<file path="config.mk">
export PLATFORM = sky130hd
export DESIGN_NAME = seq_datapath
export DESIGN_NICKNAME = d
export VERILOG_FILES = /design/src/rtl/seq_dp_pkg.sv /design/src/rtl/seq_datapath_reg_bank.sv /design/src/rtl/seq_datapath.sv
export SDC_FILE = /design/constraint.sdc
export NUM_CORES = 2
export LEC_CHECK = 0
export BUFFER_PORTS_ARGS = -buffer_cell sky130_fd_sc_hd__buf_4
export CAP_MARGIN = 20
export CORE_UTILIZATION = 45
export DETAILED_ROUTE_END_ITERATION = 6
export HOLD_SLACK_MARGIN = 0.08
export PLACE_DENSITY = 0.67
export RECOVER_POWER = 25
export SLEW_MARGIN = 10
export SYNTH_ARGS = -nofsm -noshare
export SYNTH_HDL_FRONTEND = slang
export SYNTH_SLANG_ARGS = --single-unit
</file>
<file path="constraint.sdc">
create_clock -name clk -period 6.9 [get_ports clk]
set_input_delay 1.38 -clock clk [delete_from_list [all_inputs] [get_ports clk]]
set_output_delay 1.38 -clock clk [all_outputs]
set_load 0.02 [all_outputs]
</file>
<file path="src/rtl/seq_dp_pkg.sv">
// Shared types for the single-bus sequenced datapath: opcodes and sequencer states.
package seq_dp_pkg;

  localparam logic [2:0] OPC_LDI  = 3'd0;
  localparam logic [2:0] OPC_AND  = 3'd1;
  localparam logic [2:0] OPC_OR   = 3'd2;
  localparam logic [2:0] OPC_ADD  = 3'd3;
  localparam logic [2:0] OPC_SUB  = 3'd4;
  localparam logic [2:0] OPC_MUL  = 3'd5;
  localparam logic [2:0] OPC_MFHI = 3'd6;
  localparam logic [2:0] OPC_MFLO = 3'd7;

  typedef enum logic [2:0] {
    OP_LDI  = OPC_LDI,
    OP_AND  = OPC_AND,
    OP_OR   = OPC_OR,
    OP_ADD  = OPC_ADD,
    OP_SUB  = OPC_SUB,
    OP_MUL  = OPC_MUL,
    OP_MFHI = OPC_MFHI,
    OP_MFLO = OPC_MFLO
  } op_t;

  typedef enum logic [2:0] {
    IDLE,
    TY,
    TZ,
    MRUN,
    MWB,
    WB
  } state_t;

  // Ops that need no source operands go straight to write-back.
  function automatic logic is_direct(input op_t op);
    return (op == OP_LDI) || (op == OP_MFHI) || (op == OP_MFLO);
  endfunction

endpackage

</file>
<file path="src/rtl/seq_datapath_reg_bank.sv">
// General register bank: one synchronous write port, two combinational read ports.
module reg_bank #(
  parameter int WIDTH  = 32,
  parameter int NREGS  = 16,
  parameter int RSEL_W = $clog2(NREGS)
) (
  input  logic              clk,
  input  logic              clr,
  input  logic              we,
  input  logic [RSEL_W-1:0] wsel,
  input  logic [WIDTH-1:0]  wdata,
  input  logic [RSEL_W-1:0] asel,
  output logic [WIDTH-1:0]  adata,
  input  logic [RSEL_W-1:0] dsel,
  output logic [WIDTH-1:0]  ddata
);

  logic [WIDTH-1:0] mem_q [NREGS];

  // Selects at or beyond NREGS match no register, so such writes fall away.
  for (genvar gi = 0; gi < NREGS; gi++) begin : g_reg
    always_ff @(posedge clk) begin
      if (!clr) begin
        mem_q[gi] <= '0;
      end else if (we && (32'(wsel) == gi)) begin
        mem_q[gi] <= wdata;
      end
    end
  end

  assign adata = (32'(asel) < NREGS) ? mem_q[asel] : '0;
  assign ddata = (32'(dsel) < NREGS) ? mem_q[dsel] : '0;

endmodule

</file>
<file path="src/rtl/seq_datapath.sv">
// Single-bus datapath with a built-in sequencer (Rb->Y, Rc->ALU->Z, Z->Ra)
// and an iterative shift-add multiplier writing {HI,LO}.
module seq_datapath
  import seq_dp_pkg::*;
#(
  parameter int WIDTH = 32,
  parameter int NREGS = 16,
  localparam int RSEL_W = $clog2(NREGS)
) (
  input  logic              clk,
  input  logic              clr,
  input  logic              cmd_valid,
  output logic              cmd_ready,
  input  logic [2:0]        cmd_op,
  input  logic [RSEL_W-1:0] cmd_ra,
  input  logic [RSEL_W-1:0] cmd_rb,
  input  logic [RSEL_W-1:0] cmd_rc,
  input  logic [WIDTH-1:0]  cmd_imm,
  output logic              done,
  input  logic [RSEL_W-1:0] rd_sel,
  output logic [WIDTH-1:0]  rd_data,
  output logic [WIDTH-1:0]  hi_q,
  output logic [WIDTH-1:0]  lo_q,
  output logic [WIDTH-1:0]  bus_q
);

  localparam int CNT_W = (WIDTH > 2) ? $clog2(WIDTH) : 1;

  state_t            state_q, state_d;
  op_t               op_q;
  logic [RSEL_W-1:0] ra_q, rb_q, rc_q;
  logic [WIDTH-1:0]  imm_q, y_q, zhi_q, zlo_q;
  logic [CNT_W-1:0]  cnt_q;

  logic [RSEL_W-1:0] bank_asel;
  logic [WIDTH-1:0]  bank_adata, alu_res, bus;
  logic [WIDTH:0]    step_sum;

  reg_bank #(.WIDTH(WIDTH), .NREGS(NREGS), .RSEL_W(RSEL_W)) u_bank (
    .clk   (clk),
    .clr   (clr),
    .we    (state_q == WB),
    .wsel  (ra_q),
    .wdata (bus),
    .asel  (bank_asel),
    .adata (bank_adata),
    .dsel  (rd_sel),
    .ddata (rd_data)
  );

  assign bank_asel = (state_q == TZ) ? rc_q : rb_q;
  assign cmd_ready = (state_q == IDLE);
  assign bus_q     = bus;
  assign step_sum  = zlo_q[0] ? ({1'b0, zhi_q} + {1'b0, y_q}) : {1'b0, zhi_q};

  always_comb begin
    bus = '0;
    case (state_q)
      TY, TZ: bus = bank_adata;
      WB: begin
        case (op_q)
          OP_LDI:  bus = imm_q;
          OP_MFHI: bus = hi_q;
          OP_MFLO: bus = lo_q;
          default: bus = zlo_q;
        endcase
      end
      default: bus = '0;
    endcase
  end

  always_comb begin
    alu_res = '0;
    case (op_q)
      OP_AND:  alu_res = y_q & bus;
      OP_OR:   alu_res = y_q | bus;
      OP_ADD:  alu_res = y_q + bus;
      OP_SUB:  alu_res = y_q - bus;
      default: alu_res = '0;
    endcase
  end

  always_comb begin
    state_d = state_q;
    case (state_q)
      IDLE: if (cmd_valid) state_d = is_direct(op_t'(cmd_op)) ? WB : TY;
      TY:   state_d = TZ;
      TZ:   state_d = (op_q == OP_MUL) ? MRUN : WB;
      MRUN: if (cnt_q == CNT_W'(WIDTH - 1)) state_d = MWB;
      MWB:  state_d = IDLE;
      WB:   state_d = IDLE;
      default: state_d = IDLE;
    endcase
  end

  always_ff @(posedge clk) begin
    if (!clr) begin
      state_q <= IDLE;
      op_q    <= OP_LDI;
      ra_q    <= '0;
      rb_q    <= '0;
      rc_q    <= '0;
      imm_q   <= '0;
      y_q     <= '0;
      zhi_q   <= '0;
      zlo_q   <= '0;
      cnt_q   <= '0;
      hi_q    <= '0;
      lo_q    <= '0;
      done    <= 1'b0;
    end else begin
      state_q <= state_d;
      done    <= (state_q == WB) || (state_q == MWB);
      case (state_q)
        IDLE: if (cmd_valid) begin
          op_q  <= op_t'(cmd_op);
          ra_q  <= cmd_ra;
          rb_q  <= cmd_rb;
          rc_q  <= cmd_rc;
          imm_q <= cmd_imm;
        end
        TY: y_q <= bus;
        TZ: begin
          zhi_q <= '0;
          zlo_q <= (op_q == OP_MUL) ? bus : alu_res;
          cnt_q <= '0;
        end
        // Z_lo holds the unconsumed multiplier bits; product bits shift in from the top.
        MRUN: begin
          {zhi_q, zlo_q} <= {step_sum, zlo_q[WIDTH-1:1]};
          cnt_q          <= cnt_q + 1'b1;
        end
        MWB: begin
          hi_q <= zhi_q;
          lo_q <= zlo_q;
        end
        default: ;
      endcase
    end
  end

endmodule

</file>
# ---- After elaboration in Yosys (flattened, before gate mapping)
# Memory sizes are Yosys's and may differ from the RTL's.
# Index checks and enable logic that the tools add are counted.
dict set report word_totals {
  inputBits 54
  register_bits 216
  ram_bits 512
  word_cells 174
  out_inout_bits 130
  n_memories 1
}
dict set report op_classes {
  eq_ne 32
  n_bitwise 18
  n_reduce_logical 27
  addsub 4
  n_mux 79
}
# name words word_bits rd rd_ports_with_merged_regs write_ports line_no
set memory_table {}
lappend memory_table {u_bank.mem_q 16 32 2 0 16 seq_datapath_reg_bank.sv:18} ;# logic [WIDTH-1:0] mem_q [NREGS];
# op n
set op_table {}
lappend op_table {{$mux W32} 17}
lappend op_table {{$pmux W32 S2} 3}
lappend op_table {{$pmux W32 S4} 1}
lappend op_table {{$pmux W32 S3} 1}
lappend op_table {{$mux W1} 49}
lappend op_table {{$add A32 B32 Y33} 1}
lappend op_table {{$mux W33} 1}
lappend op_table {{$add A32 B32 Y32} 1}
lappend op_table {{$and A32 B32 Y32} 1}
lappend op_table {{$eq A4 B4 Y1 const B} 8}
lappend op_table {{$or A32 B32 Y32} 1}
lappend op_table {{$sub A32 B32 Y32} 1}
lappend op_table {{$eq A3 B3 Y1 const B} 8}
lappend op_table {{$eq A4 B3 Y1 const B} 4}
lappend op_table {{$logic_and A1 B1 Y1} 16}
lappend op_table {{$or A1 B1 Y1} 16}
lappend op_table {{$eq A3 B2 Y1 const B} 4}
lappend op_table {{$mux W3} 4}
lappend op_table {{$pmux W3 S4} 1}
lappend op_table {{$pmux W5 S2} 1}
lappend op_table {{$logic_not A3 Y1} 3}
lappend op_table {{$eq A4 B2 Y1 const B} 2}
lappend op_table {{$eq A3 B1 Y1 const B} 2}
lappend op_table {{$add A5 B1 Y5 const B} 1}
lappend op_table {{other kinds (9)} 13}

# ---- Longest topological paths before layout
# An unclocked memory read counts as a cell.
dict set report logic_depth {
  depth_word 8
  depth_mapped 29
  ltp_nobuf 23
}

# ---- By module
# Synthesis repeated with hierarchy kept, for this count alone.
dict set report unflattened {
  cells_unflattened 3521
  hier_area_um2 40383.7
}
# module seq_area_each_um2 n_inst area_per_inst_um2 cells_each
set by_module_without_submodules {}
lappend by_module_without_submodules {reg_bank 15374.7 1 26536.7 1693}
lappend by_module_without_submodules {seq_datapath 4324.1 1 13847.0 1828}

# ---- Worst setup path after synthesis
# OpenSTA, ideal clock, no wires.
dict set report synth_path {
  path_type {register to register}
  start {register state_q[0]}
  end {register zlo_q[30]}
  setup_ns 0.101
  stages_incl_launch_ff 29
  slack_ns 0.721
  period_less_slack_ns 6.179
  arrival_ns 6.078
  path_buffers 6
  path_cell_list {dfxtp_1 -> buf_6 -> or3b_4 -> mux2_4 -> buf_6 -> buf_4 -> buf_4 -> a211oi_1 -> o32ai_1 -> and4bb_2 -> clkbuf_1 -> clkbuf_1 -> ha_1 -> inv_1 -> nor4_2 -> a21oi_1 -> xnor2_1 -> ha_1 -> a21o_1 -> a21oi_1 -> nor2b_1 -> nor2_1 -> o21ai_0 -> a2111oi_0 -> o22ai_1 -> a21o_1 -> a2111oi_0 -> mux2i_1 -> o41ai_1}
}
dict set report synth_via {
  elab_chain_len 8
}
# element line_no
set synth_rtl {}
lappend synth_rtl {{start, declared} seq_datapath.sv:29} ;# state_t state_q, state_d;
lappend synth_rtl {{start signal, assigned} seq_datapath.sv:112} ;# state_q <= state_d;
lappend synth_rtl {{$eq A3 B2 Y1} {seq_datapath.sv:51, seq_datapath.sv:58, seq_datapath.sv:114}}
lappend synth_rtl {{$mux W4} seq_datapath.sv:51} ;# assign bank_asel = (state_q == TZ) ? rc_q : rb_q;
lappend synth_rtl {{$mem_v2 Z16 W32} n/a}
lappend synth_rtl {{$pmux W32 S2} seq_datapath.sv:58} ;# case (state_q)
lappend synth_rtl {{$sub A32 B32 Y32, or another cell as far along} seq_datapath.sv:78} ;# OP_SUB: alu_res = y_q - bus;
lappend synth_rtl {{$pmux W32 S4} seq_datapath.sv:74} ;# case (op_q)
lappend synth_rtl {{$mux W32} seq_datapath.sv:125} ;# zlo_q <= (op_q == OP_MUL) ? bus : alu_res;
lappend synth_rtl {{$pmux W32 S2} seq_datapath.sv:114} ;# case (state_q)
lappend synth_rtl {{end signal, assigned} seq_datapath.sv:125}
lappend synth_rtl {{end signal, assigned} seq_datapath.sv:130} ;# {zhi_q, zlo_q} <= {step_sum, zlo_q[WIDTH-1:1]};
lappend synth_rtl {{end, declared} seq_datapath.sv:32} ;# logic [WIDTH-1:0] imm_q, y_q, zhi_q, zlo_q;
# Several ways; a longest one is shown, not always the timed one.
# A chain may end at the register's enable or synchronous reset.

# ---- Final worst setup path
dict set report layout_path {
  start {register state_q[0]}
  end {register zlo_q[28]}
}
# Same word-level chain as after synthesis.

==> flow_metrics.py <==
metrics = {
    "status": {
        "status": "finished with violations",
        "violations": "design-rule violations, max-capacitance violations, max-slew violations",
    },
    "drt": {
        "first_pass_iters": 7,
        "wl_met1_um": 54920,
        "dr_wl_met3_um": 19520,
        "drt_iter0_drc": 5228,
        "top_layer": "met4",
        "wl_per_cell_um": 28.53,
        "ant_nets": 0,
        "wl_met2_um": 65290,
        "wirelength_um": 149500,
        "drc": 13,
        "viasPerCell": 6.563,
        "vias": 34400,
    },
    "sta": {
        "hold_viol_final": 0,
        "setup_viol": 0,
        "worst_slew_pin_slew_ns": 3.996,
        "fmax_mhz": 149.4,
        "tns_ns": 0,
        "slew_viol_final": 875,
        "fin_crit_sh_pct": 97.01,
        "slew_headroom_pct": -166.4,
        "hold_slack_ns": 0.4577,
        "rsz0062_at_grt": "no",
        "fin_worst_skew_ns": 0.02837,
        "min_period_ns": 6.694,
    },
    "clocking": {
        "cts.htree.levels": 3,
        "clk_path_buf_depth": 3,
        "clkLatencyLatePin_ns": 0.67,
        "hold_buffers": 0,
        "cts_tree": "yes",
        "root_buffer": "clkbuf_16",
        "cts_inserted_buffers": 78,
        "path_clk_slew_ns": 0.06,
        "clock_sinks": 728,
    },
    "floorplan": {
        "die_x_um": 301.8,
        "dieArea_sq_um": 91110,
        "io_pins": 184,
        "die_h_um": 301.8,
        "row_count": 109,
        "core_sq_um": 88780,
        "floorplan.initialDensity_pct": 45.57,
    },
    "power_and_ir_drop": {
        "ir_drop_uv": 196.4,
        "power_mw": 11.77,
        "power_density_nw_per_um2": 257.3,
        "p_leak_nw": 16.09,
    },
    "synthesis": {
        "ys_seq_area_share_pct": 48.69,
        "synth.distinct_cells": 91,
        "yosys_warnings": 0,
        "synth.net_count": 4061,
        "syn_area_sq_um": 40460,
        "yosysMostFrequentCell": "nor2_1",
        "synthArstFlopShare_pct": 0,
        "yosysTopAreaCell": "edfxtp_1",
        "synth-seq-cells": 728,
        "synthTopCellsByArea": "edfxtp_1 (38%), mux4_2 (11%), dfxtp_1 (11%), nor2_1 (6.4%), nand2_1 (4.7%)",
        "synth_edf_count": 512,
        "ys.flop_type": "edfxtp_1",
        "synthCells": 3937,
        "synth_common_cells": "nor2_1 (687), edfxtp_1 (512), nand2_1 (506), a21oi_1 (274), clkbuf_1 (257)",
        "syn_avg_cell_area_sq_um": 10.28,
        "synth_top_area_share_pct": 38.00,
    },
    "critical_path": {
        "max_stage_delay_ns": 0.70,
        "path_cells": "or3b_4, buf_4, mux2i_4, buf_4, nor2_1, a31oi_1, and4_1, and4_1, and3_1, nor2_1, xnor2_1, ha_1, nand3_1, or2_2, or3_1, o22ai_1, a21o_1, a211oi_1, o2111ai_1, o311ai_0",
        "critPathSlowestCell": "mux2i_4",
        "crit_required_ns": 7.41,
        "start_kind": "flop",
        "crit_path_end_kind": "flop",
        "critPathMaxFanout": 16,
        "crit_type": "flop to flop",
        "cp_data_arrival_time_ns": 7.21,
    },
    "global_route": {
        "grt_pass1_vias": 32410,
        "grt_max_degree": 89,
        "track_usage_pct": 32.20,
        "grt_pass1_wl_um": 214900,
        "antenna_found_initial": 1,
        "grt_overflow": 0,
    },
    "final_layout": {
        "n_fill_cell": 7874,
        "area_growth_pct": 13.01,
        "final_layout_size_suffix_gt1_share_pct": 16.20,
        "seq_area_sq_um": 19700,
        "nNetsFinal": 4137,
        "multi_input_area_sq_um": 19410,
    },
    "flow_run": {
        "cap_violations": 25,
    },
    "placed_design": {
        "io_buffers": 183,
        "routabilityCongestion": 0.9333,
        "dp_hpwl_um": 94180,
    },
    "worst_hold_path": {
        "hold_path.class": "flop to flop",
    },
}
-- through the flow --
stage / util (%) / setup WS, ns / area, sq um / instances
6_report: 51.50 / 0.2064 / 45720 / 5241
5_1_grt: 51.49 / 0.0002935 / 45710 / 5238
4_1_cts: 51.77 / 0.02790 / 45960 / 5229
3_5_place_dp: 48.97 / 0.09923 / 43480 / 5089
3_3_place_gp: 48.96 / 0.3497 / 43460 / 5087
2_1_floorplan: - / 0.7207 / 40460 / 3937
-- where the power goes --
group | switching (mW) | total, mW | internal [mW]
sequential | 0.142 | 4.98 | 4.83
combinational | 1.69 | 2.63 | 0.944
clock | 1.86 | 4.16 | 2.29
-- path summary, 6_finish.rpt --
| kind | start | endpoint | slack (ns) | cells past startpoint |
|---|---|---|---|---|
| setup / recovery | state_q[0] | zlo_q[28] | 0.21 | 20 |
| hold reg to reg | cnt_q[4] | cnt_q[4] | 0.46 | 2 |
| hold / removal | cnt_q[4] | cnt_q[4] | 0.46 | 2 |
| setup reg to reg | state_q[0] | zlo_q[28] | 0.21 | 20 |
-- per-layer routing --
metal	vias to the layer above	track usage (%)
li1	14590	-
met1	16750	43.19
met2	2552	47.83
met3	510	7.498
met4	0	18.65
met5	-	0
-- flip-flops by register name (all words and copies together) (netlist names), 3 cells and up --
name	cells
cnt_q	5
hi_q	32
imm_q	32
lo_q	32
op_q	3
ra_q	4
rb_q	4
rc_q	4
state_q	3
u_bank.mem_q	512
y_q	32
zhi_q	32
zlo_q	32
-- critical path, delay by kind of cell, from the launching register on --
| family | cells | cell delay [ns] |
|---|---|---|
| AO/OA/AOI/OAI | 6 | 1.37 |
| buffers and inverters | 2 | 0.48 |
| AND/OR/NAND/NOR | 9 | 2.96 |
| flip-flops | 1 | 0.36 |
| XOR/XNOR | 1 | 0.16 |
| multiplexers | 1 | 0.70 |
| adder cells (fa/ha/maj) | 1 | 0.48 |
-- timing repair --
item | 4_1_cts | 5_1_grt
gates resized for setup | 0 | 13
endpoints found under the setup margin | 0 | 7
setup buffers | 0 | 7
-- area by class of cell --
type                       instances  share of cell area (%)
multi-input combinational       2771                   42.46
antenna                            3                 0.01642
clock inverter                    34                  0.7252
clock buffer                     106                   4.704
tap                             1165                   3.188
inverter                          94                  0.7827
sequential                       728                   43.09
timing repair buffer             340                   5.030
-- placed cells by master, fill, tap and decap left out, types with 16 or more instances in the layout --
master,count
o21ai_0,109
ha_1,68
clkbuf_16,80
xnor2_1,57
and3_1,25
inv_1,91
a31oi_1,19
and2_1,16
or3_1,22
dfxtp_1,214
mux4_2,195
nand3_1,52
a211oi_1,145
edfxtp_1,512
a311oi_1,23
a21oi_1,273
a221oi_1,20
a21o_1,32
xor2_1,17
o211ai_1,25
o22ai_1,21
nor3_1,20
nor2_1,686
o21a_1,18
o221ai_1,20
nand2b_1,32
clkbuf_1,112
mux2i_1,121
buf_4,237
a22oi_1,19
nand2_1,494
-- cells by family after synthesis --
kind of cell             Yosys count  share of synthesized area, %
AO/OA/AOI/OAI                    854                         13.92
XOR/XNOR                          74                         1.602
adder cells (fa/ha/maj)           70                         2.202
buffers and inverters            438                         4.234
flip-flops                       728                         48.69
multiplexers                     327                         14.17
AND/OR/NAND/NOR                 1446                         15.18
Power figures use the tool's default switching activity.
